## src/rtl/xmit_parity_pkg.sv

```systemverilog
// Shared types, parity-mode encodings and sizing helper for the transmit parity engine.
// Optional feature macro: XMIT_PARITY_STICKY_EN (adds mark/space parity modes).
package xmit_parity_pkg;

   typedef enum logic {IDLE, ACCUM} state_t;

`ifdef XMIT_PARITY_STICKY_EN
   localparam int unsigned PM_W = 2;
`else
   localparam int unsigned PM_W = 1;
`endif

   localparam logic [1:0] PM_EVEN  = 2'b00;
   localparam logic [1:0] PM_ODD   = 2'b01;
   localparam logic [1:0] PM_MARK  = 2'b10;
   localparam logic [1:0] PM_SPACE = 2'b11;

   function automatic int unsigned cnt_width(input int unsigned data_bits);
      return (data_bits > 1) ? $clog2(data_bits) : 1;
   endfunction

endpackage

```

## src/rtl/xmit_parity_lane.sv

```systemverilog
// One serial lane: parity accumulator plus registered parity output.
// Optional feature macro: XMIT_PARITY_STICKY_EN (mark/space override at the output register).
module xmit_parity_lane (
   input  logic i_clk,
   input  logic i_rst_n,
   input  logic i_load,
   input  logic i_start,
   input  logic i_enable,
   input  logic i_seed,
   input  logic i_din,
   input  logic i_done,
`ifdef XMIT_PARITY_STICKY_EN
   input  logic i_force_en,
   input  logic i_force_val,
`endif
   output logic o_parity
);

   logic r_acc;
   logic r_parity;
   logic w_acc_base;
   logic w_acc_next;
   logic w_par_next;

   // Start reseeds before this cycle's bit is folded in, so bit 0 can share the Start cycle.
   assign w_acc_base = i_start ? i_seed : r_acc;
   assign w_acc_next = w_acc_base ^ (i_enable & i_din);

`ifdef XMIT_PARITY_STICKY_EN
   assign w_par_next = i_force_en ? i_force_val : w_acc_next;
`else
   assign w_par_next = w_acc_next;
`endif

   always_ff @(posedge i_clk or negedge i_rst_n) begin
      if (!i_rst_n) begin
         r_acc    <= 1'b0;
         r_parity <= 1'b0;
      end else begin
         if (i_load) r_acc <= w_acc_next;
         if (i_done) r_parity <= w_par_next;
      end
   end

   assign o_parity = r_parity;

endmodule

```

## src/rtl/xmit_parity_engine.sv

```systemverilog
// Multi-lane frame-aware transmit parity generator: FSM, bit counter, mode latch, valid strobe.
// Optional feature macro: XMIT_PARITY_STICKY_EN (ParMode widens to 2 bits for mark/space).
module xmit_parity_engine
   import xmit_parity_pkg::*;
#(
   parameter int unsigned DATA_BITS = 8,
   parameter int unsigned LANES     = 1
) (
   input  logic                                 i_clk,
   input  logic                                 i_rst_n,
   input  logic                                 i_start,
   input  logic                                 i_enable,
   input  logic [LANES-1:0]                     i_din,
   input  logic [PM_W-1:0]                      i_par_mode,
   output logic [LANES-1:0]                     o_parity,
   output logic                                 o_parity_valid,
   output logic                                 o_busy,
   output logic [cnt_width(DATA_BITS)-1:0]      o_bit_count
);

   localparam int unsigned     CNT_W = cnt_width(DATA_BITS);
   localparam logic [CNT_W-1:0] LAST = CNT_W'(DATA_BITS - 1);

   state_t            r_state;
   state_t            w_state_next;
   logic [CNT_W-1:0]  r_cnt;
   logic [CNT_W-1:0]  w_cnt_next;
   logic [PM_W-1:0]   r_mode;
   logic [PM_W-1:0]   w_mode;
   logic              r_valid;
   logic              w_done;
   logic              w_load;
   logic              w_seed;

   always_ff @(posedge i_clk or negedge i_rst_n) begin
      if (!i_rst_n) begin
         r_state <= IDLE;
         r_cnt   <= '0;
         r_mode  <= '0;
         r_valid <= 1'b0;
      end else begin
         r_state <= w_state_next;
         r_cnt   <= w_cnt_next;
         r_valid <= w_done;
         if (i_start) r_mode <= i_par_mode;
      end
   end

   // Start wins over an in-flight final bit: the old frame is dropped, never completed.
   always_comb begin
      w_state_next = r_state;
      w_cnt_next   = r_cnt;
      w_done       = 1'b0;
      if (i_start) begin
         w_state_next = ACCUM;
         w_cnt_next   = '0;
         if (i_enable) begin
            if (DATA_BITS == 1) begin
               w_done       = 1'b1;
               w_state_next = IDLE;
            end else begin
               w_cnt_next = CNT_W'(1);
            end
         end
      end else if (r_state == ACCUM && i_enable) begin
         if (r_cnt == LAST) begin
            w_done       = 1'b1;
            w_state_next = IDLE;
            w_cnt_next   = '0;
         end else begin
            w_cnt_next = r_cnt + 1'b1;
         end
      end
   end

   // The mode in force this cycle: freshly sampled on Start, otherwise the latched one.
   assign w_mode = i_start ? i_par_mode : r_mode;
   assign w_seed = w_mode[0];
   assign w_load = i_start | ((r_state == ACCUM) & i_enable);

`ifdef XMIT_PARITY_STICKY_EN
   logic w_force_en;
   logic w_force_val;
   assign w_force_en  = (w_mode == PM_MARK) || (w_mode == PM_SPACE);
   assign w_force_val = (w_mode == PM_MARK);
`endif

   for (genvar g = 0; g < LANES; g++) begin : g_lane
      xmit_parity_lane u_lane (
         .i_clk       (i_clk),
         .i_rst_n     (i_rst_n),
         .i_load      (w_load),
         .i_start     (i_start),
         .i_enable    (i_enable),
         .i_seed      (w_seed),
         .i_din       (i_din[g]),
         .i_done      (w_done),
`ifdef XMIT_PARITY_STICKY_EN
         .i_force_en  (w_force_en),
         .i_force_val (w_force_val),
`endif
         .o_parity    (o_parity[g])
      );
   end

   assign o_parity_valid = r_valid;
   assign o_busy         = (r_state == ACCUM);
   assign o_bit_count    = r_cnt;

endmodule

```

## config.mk

```make
export PLATFORM = sky130hd
export DESIGN_NAME = xmit_parity_engine
export DESIGN_NICKNAME = d
export VERILOG_FILES = /design/src/rtl/xmit_parity_pkg.sv /design/src/rtl/xmit_parity_lane.sv /design/src/rtl/xmit_parity_engine.sv
export SDC_FILE = /design/constraint.sdc
export NUM_CORES = 1
export LEC_CHECK = 0
export BUFFER_PORTS_ARGS = -buffer_cell sky130_fd_sc_hd__buf_2
export CAP_MARGIN = 15
export CORE_AREA = 2 2 39 41
export DETAILED_ROUTE_END_ITERATION = 8
export DIE_AREA = 0 0 41 43
export PLACE_DENSITY = 0.45
export SLEW_MARGIN = 20
export SYNTH_ARGS = -nofsm -noshare
export SYNTH_HDL_FRONTEND = slang
export SYNTH_SLANG_ARGS = --single-unit
```

## constraint.sdc

```tcl
create_clock -name i_clk -period 1.8 [get_ports i_clk]
set_clock_uncertainty 0.15 [all_clocks]
set_input_delay 0.36 -clock i_clk [delete_from_list [all_inputs] [get_ports i_clk]]
set_output_delay 0.36 -clock i_clk [all_outputs]
set_load 0.01 [all_outputs]
```

==> flow_summary.yaml <==
synthesis:
  synth_top_area_frac: 0.486
  synth_top_area_cell: "dfrtp_1"
  syn_area_per_cell_um2: 11.3
  yosysMostFrequentCell: "dfrtp_1"
  synth-edff-count: 0
  yosys-top-cells-area: "dfrtp_1, ha_1, nand2_1"
  synth.net_count: 40
  ys.flop_type: "dfrtp_1"
  synth_top_cells_by_count: "dfrtp_1, nand2_1, a21oi_1, nand3_1, ha_1"
  synthArstFlopShare: 1.00
  ys_ff_latch: 7
  ys_seq_area_frac: 0.486
  synthesis.area_um2: 360
  synth.distinct_cells: 16
  synth_cells: 32
  yosys_warnings: 0
power:
  internal_power_w: 0.000285
  pwr-share-seq: 0.467
  comb_power_share: 0.160
  p_sw_frac: 0.262
  p_total_w: 0.000387
  power.density_nw_per_um2: 853
  p_switching_w: 0.000101
  vdd_drop_max_mv: 0.241
  pwr-share-clk: 0.373
  power.leakage_nw: 0.226
layout:
  stdcell_count: 62
  finalNetCount: 55
  drive_above_1_share: 0.391
  n_antenna_cell: 0
  syn_to_final_growth_pct: 25.7
grt:
  grt_max_degree: 9
  antenna_found_initial: 0
  track_usage: 0.108
  grt_overflow: 0
  grt_first_pass_wirelength_mm: 1.19
  grt_pass1_vias: 281
cts:
  clk_pin_slew_worst_paths_ps: 50
  clockBufferDepth: 2
  cts_setup_buffers: 0
  cts_tree: "built"
  numCtsBuffers: 3
  clockRootBuffer: "clkbuf_4"
  clkSinkCount: 7
  h-tree-depth: 1
  clkLatencyLatePin_ps: 250
floorplan:
  io_pins: 12
  initial_core_util: 0.260
  die_width_um: 41
  die_area_um2: 1760
  die_h_um: 43
  rows: 14
  core_um2: 1380
route:
  routed_wl_um: 702
  drc_errors: 0
  postRouteAntennaNets: 0
  routed-via-count: 279
  drt-pass1-iter-count: 4
  wl_per_cell_um: 11.3
  vias_per_cell: 4.50
  drt_iter0_drc: 6
worst_setup_path:
  worstSetupPathType: "register to register"
  path_buf_inv: 0
  cp_common_cell: "ha_1"
  slowest_stage: "dfrtp_1"
  arrival_ps: 1540
  required_ps: 1790
  start_kind: "register"
  max_stage_delay_ps: 400
  path_cells: "ha_1 > ha_1 > nor3b_4 > mux2_4"
  worst-path-max-fanout: 4
  cp_top_family: "adder cells"
  worstSetupEndpointType: "register"
sta:
  hold-worst-slack_ps: 249
  slew_viol_final: 0
  fin_crit_sh: 0.862
  rsz0062_at_grt: "false"
  finalSetupViolCount: 0
  period_minus_slack_ps: 1550
  setup_tns_ps: 0
  slew_headroom: 0.848
  hold_viol: 0
  timing.fmax_mhz: 644
  tightest_slew_ps: 227
  setup_ws_ps: 248
status:
  status: "finished clean"
placement:
  place_inst: 57
  port_buffers: 11
  pre_cts_slack_ps: 247
  dp.final_hpwl_um: 553
  gp_congestion: 0.799
min_path:
  hold_class: "primary input to register"
flow_run:
  drv_cap: 0
[path summary, 6_finish.rpt]
kind | from | to | slack (ps) | cells past startpoint
worst max-delay path | o_bit_count[0] | g_lane[0].u_lane.o_parity | 250 | 4
worst min-delay path | i_start | o_bit_count[1] | 250 | 2
worst max register to register | o_bit_count[0] | g_lane[0].u_lane.o_parity | 250 | 4
worst min register to register | g_lane[0].u_lane.o_parity | g_lane[0].u_lane.o_parity | 360 | 1
max in group asynchronous | i_rst_n | o_bit_count[0] | 1020 | 2
min in group asynchronous | i_rst_n | g_lane[0].u_lane.o_parity | 320 | 2
[metal layers]
layer,up-vias,share of wire,GRT usage,routed length (um)
li1,137,-,-,-
met1,132,0.40,0.125,284
met2,8,0.53,0.150,375
met3,2,0.048,0.0314,34
met4,0,0.011,0.100,8
met5,-,0,0,0
[power by group through the flow]
stage | combinational, W | sequential [W] | clock [W]
3_3_place_gp | 0.0000593 | 0.000181 | 0
6_report | 0.0000618 | 0.000180 | 0.000144
4_1_cts | 0.0000634 | 0.000180 | 0.000155
5_1_grt | 0.0000734 | 0.000182 | 0.000157
3_5_place_dp | 0.0000615 | 0.000183 | 0
2_1_floorplan | 0.0000399 | 0.000185 | 0
[state kept, by name (all words and copies together), names as in the netlist]
| signal | flops |
|---|---|
| g_lane.u_lane.o_parity | 1 |
| g_lane.u_lane.r_acc | 1 |
| o_busy | 1 |
| o_bit_count | 3 |
| o_parity_valid | 1 |
[cells in the final DEF, fill, tap and decap left out, types with 2 or more instances in the layout]
master	n
buf_2	11
dfrtp_1	7
a21oi_1	3
nand2_1	6
nand3_1	3
ha_1	2
clkbuf_4	3
[layout make-up]
| class | instances | area [um2] |
|---|---|---|
| Clock buffer | 4 | 26.3 |
| Fill cell | 150 | 931 |
| Multi-Input combinational cell | 23 | 166 |
| Sequential cell | 7 | 175 |
| Tap cell | 16 | 20.0 |
| Timing Repair Buffer | 12 | 65.1 |
[cells by family after synthesis]
family          share of synthesized area
compound gates                     0.0833
xor+xnor                           0.0243
fa+ha+maj                          0.0694
buf+inv                            0.0521
flops                               0.486
mux                                 0.101
simple gates                        0.184
[through the flow]
| stage | area [um2] | util |
|---|---|---|
| 6_report | 453 | 0.327 |
| 5_1_grt | 453 | 0.327 |
| 4_1_cts | 453 | 0.327 |
| 3_5_place_dp | 417 | 0.301 |
| 3_3_place_gp | 417 | 0.301 |
| 2_1_floorplan | 360 | - |
[what timing repair did]
item	CTS	global route
endpoints found under the hold margin	7	0
hold buffers	1	0
gates resized for setup	0	0
Note: power is estimated with default switching activity, not from simulation.
